File: config.mk
export PLATFORM = sky130hd
export DESIGN_NAME = posit_operand_decode
export DESIGN_NICKNAME = d
export VERILOG_FILES = /design/src/rtl/posit_operand_decode_pkg.sv /design/src/rtl/posit_field_extract.sv /design/src/rtl/two_comp.sv /design/src/rtl/posit_operand_decode.sv
export SDC_FILE = /design/constraint.sdc
export NUM_CORES = 1
export LEC_CHECK = 0
export CORE_ASPECT_RATIO = 1.25
export CORE_MARGIN = 4
export CORE_UTILIZATION = 55
export CTS_CLUSTER_SIZE = 10
export DETAILED_ROUTE_END_ITERATION = 8
export PLACE_DENSITY = 0.76
export SYNTH_ARGS = -nofsm -noshare
export SYNTH_HDL_FRONTEND = slang
export SYNTH_SLANG_ARGS = --single-unit
File: constraint.sdc
create_clock -name clk -period 32.5 [get_ports clk]
set_clock_uncertainty 0.05 [all_clocks]
set_input_delay 3.25 -clock clk [delete_from_list [all_inputs] [get_ports clk]]
set_output_delay 3.25 -clock clk [all_outputs]
set_load 0.01 [all_outputs]
File: src/rtl/posit_operand_decode_pkg.sv
// Shared types and constants for the posit operand front-end.
// The decoded operand layout is the one the posit adder core consumes.
package posit_operand_decode_pkg;

  localparam int unsigned POSIT_WIDTH   = 32;
  localparam int unsigned POSIT_EN      = 3;
  localparam int unsigned POSIT_SCALE_W = $clog2(POSIT_WIDTH) + POSIT_EN + 2;
  localparam int unsigned POSIT_MANT_W  = POSIT_WIDTH - POSIT_EN - 2;

  typedef struct packed {
    logic                            sign;
    logic                            is_zero;
    logic                            is_nar;
    logic signed [POSIT_SCALE_W-1:0] scale;
    logic [POSIT_MANT_W-1:0]         mant;
  } posit_dec_t;

  // Stage-1 payload: magnitude body (sign bit stripped) plus special flags.
  typedef struct packed {
    logic                    sign;
    logic                    is_zero;
    logic                    is_nar;
    logic [POSIT_WIDTH-2:0]  body;
  } posit_s1_t;

  // NaR pattern for a w-bit posit: MSB set, all other bits clear.
  function automatic logic [POSIT_WIDTH-1:0] posit_nar(input int unsigned w);
    return POSIT_WIDTH'(1) << (w - 1);
  endfunction

endpackage

File: src/rtl/posit_field_extract.sv
// Combinational regime/exponent/fraction extraction from a positive posit body.
module posit_field_extract
  import posit_operand_decode_pkg::*;
#(
  parameter int unsigned WIDTH = POSIT_WIDTH,
  parameter int unsigned EN    = POSIT_EN
) (
  input  logic [WIDTH-2:0] body,
  input  logic             sign,
  input  logic             is_zero,
  input  logic             is_nar,
  output posit_dec_t       dec
);

  localparam int unsigned CNT_W = $clog2(WIDTH) + 1;
  localparam int unsigned KW    = POSIT_SCALE_W - EN;
  localparam int unsigned LW    = WIDTH - 3;

  logic               r0;
  logic               run_done;
  logic [CNT_W-1:0]   run;
  logic signed [KW-1:0] k;
  logic [LW-1:0]      rem;
  logic [EN-1:0]      e;

  // Leading run length of bits equal to the body MSB.
  always_comb begin
    r0       = body[WIDTH-2];
    run      = '0;
    run_done = 1'b0;
    for (int i = int'(WIDTH) - 2; i >= 0; i--) begin
      if (!run_done && (body[i] == r0)) begin
        run = run + CNT_W'(1);
      end else begin
        run_done = 1'b1;
      end
    end
  end

  // The top two body bits always belong to the run or its terminator, so the
  // low LW bits shifted by (run-1) start exactly at the first exponent bit.
  always_comb begin
    k   = r0 ? (KW'(run) - KW'(1)) : -KW'(run);
    rem = body[LW-1:0] << (run - CNT_W'(1));
    e   = rem[LW-1 -: EN];
    dec = '0;
    if (is_zero || is_nar) begin
      dec.is_zero = is_zero;
      dec.is_nar  = is_nar;
    end else begin
      dec.sign  = sign;
      dec.scale = {k, e};
      dec.mant  = {1'b1, rem[LW-EN-1:0]};
    end
  end

endmodule

File: src/rtl/two_comp.sv
// Two's complement negation modulo 2^W.
module two_comp #(
  parameter int unsigned W = 32
) (
  input  logic [W-1:0] x,
  output logic [W-1:0] y
);

  assign y = ~x + W'(1);

endmodule

File: src/rtl/posit_operand_decode.sv
// Two-stage operand front-end for the posit add/sub datapath: optional b
// negation and sign/special split, then field decode, with full backpressure.
module posit_operand_decode
  import posit_operand_decode_pkg::*;
#(
  parameter int unsigned WIDTH = POSIT_WIDTH,
  parameter int unsigned EN    = POSIT_EN
) (
  input  logic             clk,
  input  logic             rst,
  input  logic             in_valid,
  output logic             in_ready,
  input  logic [WIDTH-1:0] a,
  input  logic [WIDTH-1:0] b,
  input  logic             op_sub,
  output logic             out_valid,
  input  logic             out_ready,
  output posit_dec_t       a_dec,
  output posit_dec_t       b_dec
);

  logic             s1_valid_q, s1_valid_d;
  logic             s2_valid_q, s2_valid_d;
  logic             s1_move, s2_move;
  posit_s1_t        s1_a_q, s1_a_d, s1_b_q, s1_b_d;
  posit_dec_t       a_dec_q, a_dec_d, b_dec_q, b_dec_d;
  posit_dec_t       a_ext, b_ext;
  logic [WIDTH-1:0] b_neg, b_eff;
  logic [WIDTH-2:0] a_abs, b_abs;
  logic [WIDTH-1:0] nar_pat;

  assign nar_pat = WIDTH'(posit_nar(WIDTH));

  two_comp #(.W(WIDTH)) u_neg_b (.x(b), .y(b_neg));

  assign b_eff = op_sub ? b_neg : b;

  // Low bits of a two's complement depend only on low bits, so abs runs on the body.
  two_comp #(.W(WIDTH-1)) u_abs_a (.x(a[WIDTH-2:0]),     .y(a_abs));
  two_comp #(.W(WIDTH-1)) u_abs_b (.x(b_eff[WIDTH-2:0]), .y(b_abs));

  posit_field_extract #(.WIDTH(WIDTH), .EN(EN)) u_ext_a (
    .body    (s1_a_q.body),
    .sign    (s1_a_q.sign),
    .is_zero (s1_a_q.is_zero),
    .is_nar  (s1_a_q.is_nar),
    .dec     (a_ext)
  );

  posit_field_extract #(.WIDTH(WIDTH), .EN(EN)) u_ext_b (
    .body    (s1_b_q.body),
    .sign    (s1_b_q.sign),
    .is_zero (s1_b_q.is_zero),
    .is_nar  (s1_b_q.is_nar),
    .dec     (b_ext)
  );

  // Handshake chain and next-state for both stages.
  always_comb begin
    s2_move    = !s2_valid_q || out_ready;
    s1_move    = !s1_valid_q || s2_move;
    s1_valid_d = s1_move ? in_valid : s1_valid_q;
    s2_valid_d = s2_move ? s1_valid_q : s2_valid_q;
    s1_a_d     = s1_a_q;
    s1_b_d     = s1_b_q;
    a_dec_d    = a_dec_q;
    b_dec_d    = b_dec_q;
    if (s1_move && in_valid) begin
      s1_a_d.sign    = a[WIDTH-1];
      s1_a_d.is_zero = (a == '0);
      s1_a_d.is_nar  = (a == nar_pat);
      s1_a_d.body    = a[WIDTH-1] ? a_abs : a[WIDTH-2:0];
      s1_b_d.sign    = b_eff[WIDTH-1];
      s1_b_d.is_zero = (b_eff == '0);
      s1_b_d.is_nar  = (b_eff == nar_pat);
      s1_b_d.body    = b_eff[WIDTH-1] ? b_abs : b_eff[WIDTH-2:0];
    end
    if (s2_move && s1_valid_q) begin
      a_dec_d = a_ext;
      b_dec_d = b_ext;
    end
  end

  always_ff @(posedge clk or posedge rst) begin
    if (rst) begin
      s1_valid_q <= 1'b0;
      s2_valid_q <= 1'b0;
      s1_a_q     <= '0;
      s1_b_q     <= '0;
      a_dec_q    <= '0;
      b_dec_q    <= '0;
    end else begin
      s1_valid_q <= s1_valid_d;
      s2_valid_q <= s2_valid_d;
      s1_a_q     <= s1_a_d;
      s1_b_q     <= s1_b_d;
      a_dec_q    <= a_dec_d;
      b_dec_q    <= b_dec_d;
    end
  end

  assign in_ready  = s1_move;
  assign out_valid = s2_valid_q;
  assign a_dec     = a_dec_q;
  assign b_dec     = b_dec_q;

endmodule

==> results_dict.tcl, run 1 <==
set metrics [dict create \
    outcome "complete, no violations" \
    dieWidth_um 168.8 \
    cts_hold_buffers 0 \
    grtUsageTotal_pct 28.62 \
    slew_headroom_pct 23.14 \
    p_per_area_nw_per_um2 76.72 \
    synth_top_area_cell "dfrtp_1" \
    cts_tree "done" \
    port_buffers 150 \
    drt-wirelength-per-cell_um 19.23 \
    yosys_most_used_dff "dfrtp_1" \
    dieHeight_um 209.0 \
    crit_path_end_kind "flip-flop" \
    grt_pass1_vias 16344 \
    clock_path_buffers 2 \
    max_freq_ghz 0.04543 \
    synth_top_family_by_area "simple AND/OR/NAND/NOR gates" \
    antenna_found_initial 0 \
    cp-start-kind "flip-flop" \
    tightest_slew_ns 1.148 \
    yosysSeqAreaShare_pct 21.12 \
    grt_remaining_overflow 0 \
    antenna_cells 0 \
    grt_max_degree 135 \
    yosys-top-cells-area "dfrtp_1, mux2i_1, xnor2_1" \
    synth-simple-area-share_pct 21.66 \
    required_ns 32.83 \
    critPathSlowestCell "nor2b_2" \
    max_stage_delay_ns 0.89 \
    drt-pass1-iter-count 7 \
    cts_max_level 4 \
    synth_edf_count 0 \
    postSynthCellCount 2208 \
    dp_hpwl_um 39540 \
    vdd_drop_max_v 0.00005035 \
    synth-seq-cells 150 \
    route.detailed.drc 0 \
    maxCapViolCount 0 \
    ys_warn_count 0 \
    min_period_ns 22.01 \
    yosysMostFrequentCell "nand2_1" \
    cts.sinks 150 \
    routed_wl_um 51660 \
    synth_nets 2333 \
    nets 2387 \
    pin_count 151 \
    rsz0062_at_grt "no" \
    vias 16807 \
    drtIter0Drc 1165 \
    post_cts_buffers 0 \
    num_rows 73 \
    synth_commonest_cells "nand2_1, nor2_1, mux2i_1, o21ai_0, dfrtp_1" \
    ant_nets 0 \
    cp.arrival_ns 22.34 \
    grt_pass1_wl_um 83590 \
    netlist.area_leader.share_pct 21.12 \
    start_util_pct 55.76 \
    hold_class "reg -> reg" \
    setup_violations 0 \
    synth_adder_area_share_pct 4.055 \
    cp_max_fo 69 \
    synthArstFlopShare_pct 100.0 \
    core_area_um2 31880 \
    vias_per_cell 6.255 \
    min_period_over_period_pct 67.73 \
    crit_top_cell "ha_1" \
    die_area_um2 35280 \
    hold_viol 0 \
    root_buffer "clkbuf_16" \
    syn_area_um2 17770 \
    ys_types 103 \
    area_growth_pct 12.61 \
    clk_pin_slew_worst_paths_ns 0.07 \
    gp_congestion 0.9319 \
    drv_slew 0 \
    fin_total_pwr_mw 1.536 \
    synthMuxAreaShare_pct 14.11 \
    setup_tns_ns 0 \
    worstSetupPathType "reg -> reg" \
    cts_resized 0 \
    synth_compound_area_share_pct 20.55 \
    clk_latency_ns 0.45 \
    cts_buffers 17 \
    syn_avg_cell_area_um2 8.050 \
    power.leakage_nw 8.395 \
    synthXorXnorAreaFrac_pct 13.98 \
    drive_above_1_share_pct 7.956 \
]
==> final cells by class <==
type / count / area (um2)
Multi-Input combinational cell: 1867 / 13300
Fill cell: 2825 / 11860
Sequential cell: 150 / 3756
Timing Repair Buffer: 169 / 1644
Tap cell: 412 / 515.5
Clock buffer: 18 / 439.2
Inverter: 57 / 219.0
Clock inverter: 14 / 140.1
==> state kept, by name, indices dropped and copies added (netlist names) <==
signal,count
s1_a_q,34
s1_valid_q,1
a_dec,40
out_valid,1
s1_b_q,34
b_dec,40
==> report_power, final <==
group | switching (mW) | leakage, nW | internal [mW] | total, mW
Combinational | 0.568 | 6.23 | 0.458 | 1.03
Sequential | 0.0705 | 1.89 | 0.238 | 0.309
Clock | 0.0915 | 0.281 | 0.110 | 0.201
Total | 0.730 | 8.39 | 0.806 | 1.54
==> critical path, delay by kind of cell (launching register included) <==
kind / cells / cell delay [ns]
multiplexers: 17 / 3.60
flip-flops: 1 / 0.38
XOR/XNOR: 3 / 0.68
AND/OR/NAND/NOR: 23 / 4.38
buffers and inverters: 6 / 0.77
AO/OA/AOI/OAI: 18 / 4.22
adder cells (fa/ha/maj): 25 / 7.77
==> placed cells by master (no fill, tap or decap), types with 14 or more instances in the layout <==
| master | count |
|---|---|
| o21ai_0 | 168 |
| nor3_1 | 59 |
| mux2i_1 | 173 |
| o22ai_1 | 14 |
| nand2_1 | 250 |
| nor2_1 | 174 |
| clkbuf_16 | 17 |
| clkdlybuf4s50_1 | 150 |
| xnor2_1 | 109 |
| mux2_2 | 49 |
| and3_1 | 24 |
| inv_1 | 55 |
| a22o_1 | 46 |
| a21o_1 | 21 |
| dfrtp_1 | 148 |
| nor2b_1 | 16 |
| ha_1 | 56 |
| or3_1 | 32 |
| and2_1 | 33 |
| o31ai_1 | 22 |
| a21oi_1 | 108 |
| xor2_1 | 106 |
| buf_4 | 19 |
| or4_1 | 15 |
| a32o_1 | 30 |
| nand2b_1 | 23 |
| nand3_1 | 59 |
| a31oi_1 | 16 |
==> worst paths after layout <==
check | start | end | slack [ns] | depth (start not counted)
min reg2reg | b_dec[26] | b_dec[26] | 0.43 | 1
min | b_dec[26] | b_dec[26] | 0.43 | 1
max reg2reg | s1_b_q[30] | b_dec[11] | 10.49 | 92
min in group asynchronous | rst | a_dec[28] | 3.28 | 2
max | s1_b_q[30] | b_dec[11] | 10.49 | 92
max in group asynchronous | rst | s1_b_q[30] | 27.67 | 3
==> stage by stage <==
step | cell area, um2 | hold slack (ns) | std cells | worst slack [ns] | util, %
after floorplan | 17770 | 0.3972 | 2208 | 12.26 | -
after global placement | 19440 | 0.4114 | 2655 | 11.47 | 60.97
after detailed placement | 19440 | 0.4248 | 2655 | 10.69 | 60.97
after CTS | 20020 | 0.4404 | 2687 | 10.61 | 62.79
after global routing | 20020 | 0.4514 | 2687 | 8.717 | 62.79
final | 20020 | 0.4318 | 2687 | 10.49 | 62.79
==> kinds of logic after synthesis <==
logic type	Yosys count
fa+ha+maj	58
mux	235
flops	150
xor+xnor	246
simple gates	779
compound gates	549
buf+inv	191
==> per-layer routing <==
metal  vias up  track usage, %  routed length, um
met5         -               0                  0
met2       440           52.64              27010
li1       8130               -                  -
met4         0           12.40               2323
met3       118           2.914               1722
met1      8119           33.44              20610
Power figures use the tool's default switching activity.
==> run 2: changes to the inputs <==
Settings changed: PLACE_DENSITY 0.76 to 0.79.
Clock period 32.5 ns to 19.4 ns, I/O delays scaled along.
==> run 2 against run 1 <==
Compared with the run above: critical path depth increased by 8; die area unchanged; clock-buffer cell count unchanged; sequential cell count unchanged; largest cell class unchanged; fmax increased by 17%; critical path type unchanged; total power increased by 98%; largest power group unchanged.
==> results_dict.tcl, run 2 (same netlist as run 1, synthesis figures left out) <==
set metrics [dict create \
    outcome "complete, no violations" \
    vias_per_cell 6.275 \
    drtIter0Drc 1272 \
    sw_frac_of_total_pct 45.10 \
    min_period_ns 18.80 \
    crit_path_end_kind "flip-flop" \
    power.leakage_nw 9.157 \
    dp_hpwl_um 40810 \
    layout_setup_ws_ns 0.6037 \
    crit_top_cell "ha_1" \
    min_from "b_dec[0]" \
    pwr-share-seq_pct 16.8 \
    grt_remaining_overflow 0 \
    port_buffers 150 \
    fillers 2493 \
    setup_violations 0 \
    area_growth_pct 22.25 \
    required_ns 19.67 \
    dieHeight_um 209.0 \
    start_util_pct 55.76 \
    antenna_cells 0 \
    slew_headroom_pct 18.71 \
    cts_buffers 17 \
    max_stage_delay_ns 0.44 \
    drive_above_1_share_pct 16.01 \
    p_int_mw 1.670 \
    drt-pass1-iter-count 6 \
    startpoint "s1_b_q[30]" \
    place_area_um2 20030 \
    die_area_um2 35280 \
    maxCapViolCount 0 \
    grt_pass1_wl_um 86220 \
    p_comb_share_pct 71.7 \
    p_clk_share_pct 11.5 \
    clock_path_buffers 2 \
    core_area_um2 31880 \
    dieWidth_um 168.8 \
    grt_max_degree 135 \
    fin_total_pwr_mw 3.043 \
    min_period_over_period_pct 96.89 \
    grtUsageTotal_pct 29.54 \
    drt-wirelength-per-cell_um 19.65 \
    cts.sinks 150 \
    cp.arrival_ns 19.07 \
    setup_tns_ns 0 \
    cp-start-kind "flip-flop" \
    rr_startpoint "s1_b_q[30]" \
    clk_latency_ns 0.44 \
    max_freq_ghz 0.05320 \
    root_buffer "clkbuf_16" \
    vdd_drop_max_v 0.0001013 \
    final_common_cell "nand2_1" \
    tightest_slew_ns 1.217 \
    design_area_um2 21730 \
    hold_viol 0 \
    p_per_area_nw_per_um2 140.0 \
    routed_wl_um 55350 \
    grt_pass1_vias 17145 \
    hold_class "reg -> reg" \
    mostFrequentLayoutCells "nand2_1, nor2_1, mux2i_1" \
    ant_nets 0 \
    antenna_found_initial 0 \
    pin_count 151 \
    pre_cts_ws_ns -0.5667 \
    gp_congestion 0.9504 \
    drv_slew 0 \
    vias 17671 \
    critPathSlowestCell "dfrtp_2" \
    cp_max_fo 15 \
    num_rows 73 \
    route.detailed.drc 0 \
    p_sw_mw 1.372 \
    cts_tree "done" \
    cts_max_level 4 \
    worstSetupPathType "reg -> reg" \
    nets 2516 \
    clk_pin_slew_worst_paths_ns 0.08 \
    whs_ns 0.4431 \
    cts_hold_buffers 0 \
]
-- run 2: critical path: cells and delay by family, from the launching register on --
family / cells / cell delay (ns)
adders and majority gates: 26 / 7.25
xor gates and xnor gates: 3 / 0.69
muxes: 18 / 3.24
AOI/OAI and AO/OA: 20 / 3.11
buffers and inverters: 9 / 0.96
DFF: 1 / 0.44
and+or+nand+nor: 24 / 2.82
-- run 2: timing repair --
action                     in CTS  in global routing
setup endpoints to repair      64                 70
setup buffers                  27                 34
pin swaps                      12                 62
cloned                          0                  4
gates resized for setup        23                 79
-- run 2: cell type report --
type	count	area (um2)	area share, %
repair buffers	298	2778	12.78
well taps	412	515.5	2.372
multi-input cells	1867	13850	63.75
clock buffers	18	439.2	2.021
flip-flops and latches	150	3762	17.31
inverters	57	219.0	1.008
clock inverters	14	163.9	0.7543
-- run 2: per-stage QoR --
stage | util (%) | instances
2_1_floorplan | - | 2208
3_3_place_gp | 62.84 | 2719
3_5_place_dp | 62.84 | 2719
4_1_cts | 65.63 | 2778
5_1_grt | 68.17 | 2816
6_report | 68.17 | 2816
-- run 2: power by group through the flow --
stage                     Combinational [mW]  Clock [mW]  Sequential, mW
after global routing                    2.35       0.365           0.519
after floorplan                         1.27           0           0.483
after detailed placement                1.86           0           0.514
after CTS                               1.96       0.350           0.508
final                                   2.18       0.349           0.513
after global placement                  1.82           0           0.510
-- run 2: final timing paths --
path,to,slack [ns],cells after the start
setup / recovery,b_dec[9],0.60,100
hold / removal,b_dec[0],0.44,1
setup reg to reg,b_dec[9],0.60,100
hold reg to reg,b_dec[0],0.44,1
max in group asynchronous,s1_b_q[27],15.89,3
min in group asynchronous,a_dec[8],1.98,2
-- run 2: per-layer routing --
| layer | global-route usage, % | share of wire (%) |
|---|---|---|
| met5 | 0 | 0 |
| met4 | 18.56 | 6.8 |
| met3 | 2.403 | 4.0 |
| met2 | 53.89 | 52 |
| met1 | 32.82 | 37 |
==> run 3: changes to the inputs <==
Settings changed: CAP_MARGIN from default to 20.
==> run 3 against run 2 <==
Compared with the run above: highest routed layer unchanged; combinational power is essentially flat; fmax hardly changed; critical path type unchanged; worst hold slack better by 0.00058 ns; final cell count rose by 0.11%; utilization up 0.24 points; largest cell class unchanged; total power grew 0.19%; non-clock buffer count increased by 3; clock power is essentially flat; first-iteration DRC count down 1.1%; register-to-register slack about the same; routed wire length grew 0.28%.
==> results_dict.tcl, run 3 (same netlist as run 1, synthesis figures left out) <==
set metrics [dict create \
    outcome "complete, no violations" \
    cts_max_level 4 \
    power.leakage_nw 9.192 \
    cp_max_fo 5 \
    grt_max_degree 135 \
    core_area_um2 31880 \
    max_stage_delay_ns 0.53 \
    drive_above_1_share_pct 16.12 \
    required_ns 19.67 \
    worstSetupPathType "reg -> reg" \
    mostFrequentLayoutCells "nand2_1, nor2_1, mux2i_1" \
    start_util_pct 55.76 \
    p_per_area_nw_per_um2 139.8 \
    setup_tns_ns 0 \
    place_area_um2 20030 \
    ant_nets 0 \
    pre_cts_ws_ns -0.5667 \
    crit_path_end_kind "flip-flop" \
    hold_class "reg -> reg" \
    critPathSlowestCell "mux4_2" \
    cp-start-kind "flip-flop" \
    drt-wirelength-per-cell_um 19.69 \
    max_freq_ghz 0.05317 \
    drt-pass1-iter-count 8 \
    antenna_found_initial 0 \
    dieHeight_um 209.0 \
    area_growth_pct 22.67 \
    die_area_um2 35280 \
    reg2reg_slack_ns 0.59 \
    grtUsageTotal_pct 29.54 \
    vias_per_cell 6.305 \
    routed_wl_um 55500 \
    root_buffer "clkbuf_16" \
    drtIter0Drc 1258 \
    setup_violations 0 \
    gp_congestion 0.9504 \
    grt_remaining_overflow 0 \
    design_area_um2 21800 \
    maxCapViolCount 0 \
    slew_headroom_pct 33.92 \
    cts.sinks 150 \
    hold_viol 0 \
    vdd_drop_max_v 0.0001009 \
    dp_hpwl_um 40810 \
    tightest_slew_ns 0.9841 \
    pin_count 151 \
    vias 17775 \
    min_period_over_period_pct 96.95 \
    grt_pass1_vias 17145 \
    port_buffers 150 \
    clk_latency_ns 0.44 \
    min_period_ns 18.81 \
    route.detailed.drc 0 \
    clock_path_buffers 2 \
    grt_pass1_wl_um 86220 \
    cts_buffers 17 \
    drv_slew 0 \
    dieWidth_um 168.8 \
    crit_top_cell "ha_1" \
    clk_pin_slew_worst_paths_ns 0.07 \
    cts_hold_buffers 0 \
    nets 2519 \
    final_common_cell "nand2_1" \
    layout_setup_ws_ns 0.5918 \
    num_rows 73 \
    antenna_cells 0 \
    cp.arrival_ns 19.08 \
    cts_tree "done" \
]
run 3: cell types whose count changed in the layout (fill, tap and decap cells not counted), sizes merged:
cell	change
buf	+3
run 3: layer usage:
layer / vias to the layer above / share of wire, % / track usage, %
met4: 0 / 6.9 / 18.56
met3: 210 / 4.0 / 2.403
met2: 630 / 52 / 53.89
met5: - / 0 / 0
met1: 8516 / 37 / 32.82
li1: 8419 / - / -
run 3: worst paths after layout:
| check | startpoint | end | depth (start not counted) |
|---|---|---|---|
| min in group asynchronous | rst | a_dec[9] | 2 |
| worst min register to register | b_dec[0] | b_dec[0] | 1 |
| worst max register to register | s1_a_q[27] | a_dec[25] | 88 |
| worst max-delay path | s1_a_q[27] | a_dec[25] | 88 |
| worst min-delay path | b_dec[0] | b_dec[0] | 1 |
| max in group asynchronous | rst | s1_b_q[28] | 3 |
run 3: cell type report:
type	count	area (um2)
clock buffers	18	439.2
clock inverters	14	163.9
fillers	2490	10070
inverters	57	219.0
multi-input cells	1867	13850
flip-flops and latches	150	3762
well taps	412	515.5
repair buffers	301	2853
run 3: worst max-delay path: cells and delay by family, from the launching register on:
| family | cells | cell delay [ns] |
|---|---|---|
| AND/OR/NAND/NOR | 15 | 1.76 |
| AO/OA/AOI/OAI | 25 | 3.75 |
| buffers and inverters | 2 | 0.25 |
| flip-flops | 1 | 0.42 |
| adder cells (fa/ha/maj) | 26 | 7.65 |
| multiplexers | 20 | 4.83 |
run 3: timing repair:
item                                    CTS  global route
gates resized for setup                  23            79
pin swaps                                12            62
endpoints found under the setup margin   64            70
buffers inserted                         27            34
gates cloned                              0             4
run 3: where the power goes:
| part | total, mW | switching [mW] | internal (mW) |
|---|---|---|---|
| clock | 0.348 | 0.151 | 0.197 |
| sequential | 0.512 | 0.112 | 0.400 |
| combinational | 2.19 | 1.11 | 1.08 |
| total | 3.05 | 1.38 | 1.67 |
run 3: metrics by stage:
| step | cells | utilization [%] | hold WS, ns | power (mW) |
|---|---|---|---|---|
| final | 2819 | 68.40 | 0.4437 | 3.049 |
| after global routing | 2819 | 68.40 | 0.4602 | 3.243 |
| after CTS | 2778 | 65.63 | 0.4452 | 2.814 |
| after detailed placement | 2719 | 62.84 | 0.4299 | 2.377 |
| after global placement | 2719 | 62.84 | 0.4124 | 2.325 |
| after floorplan | 2208 | - | 0.3972 | 1.750 |
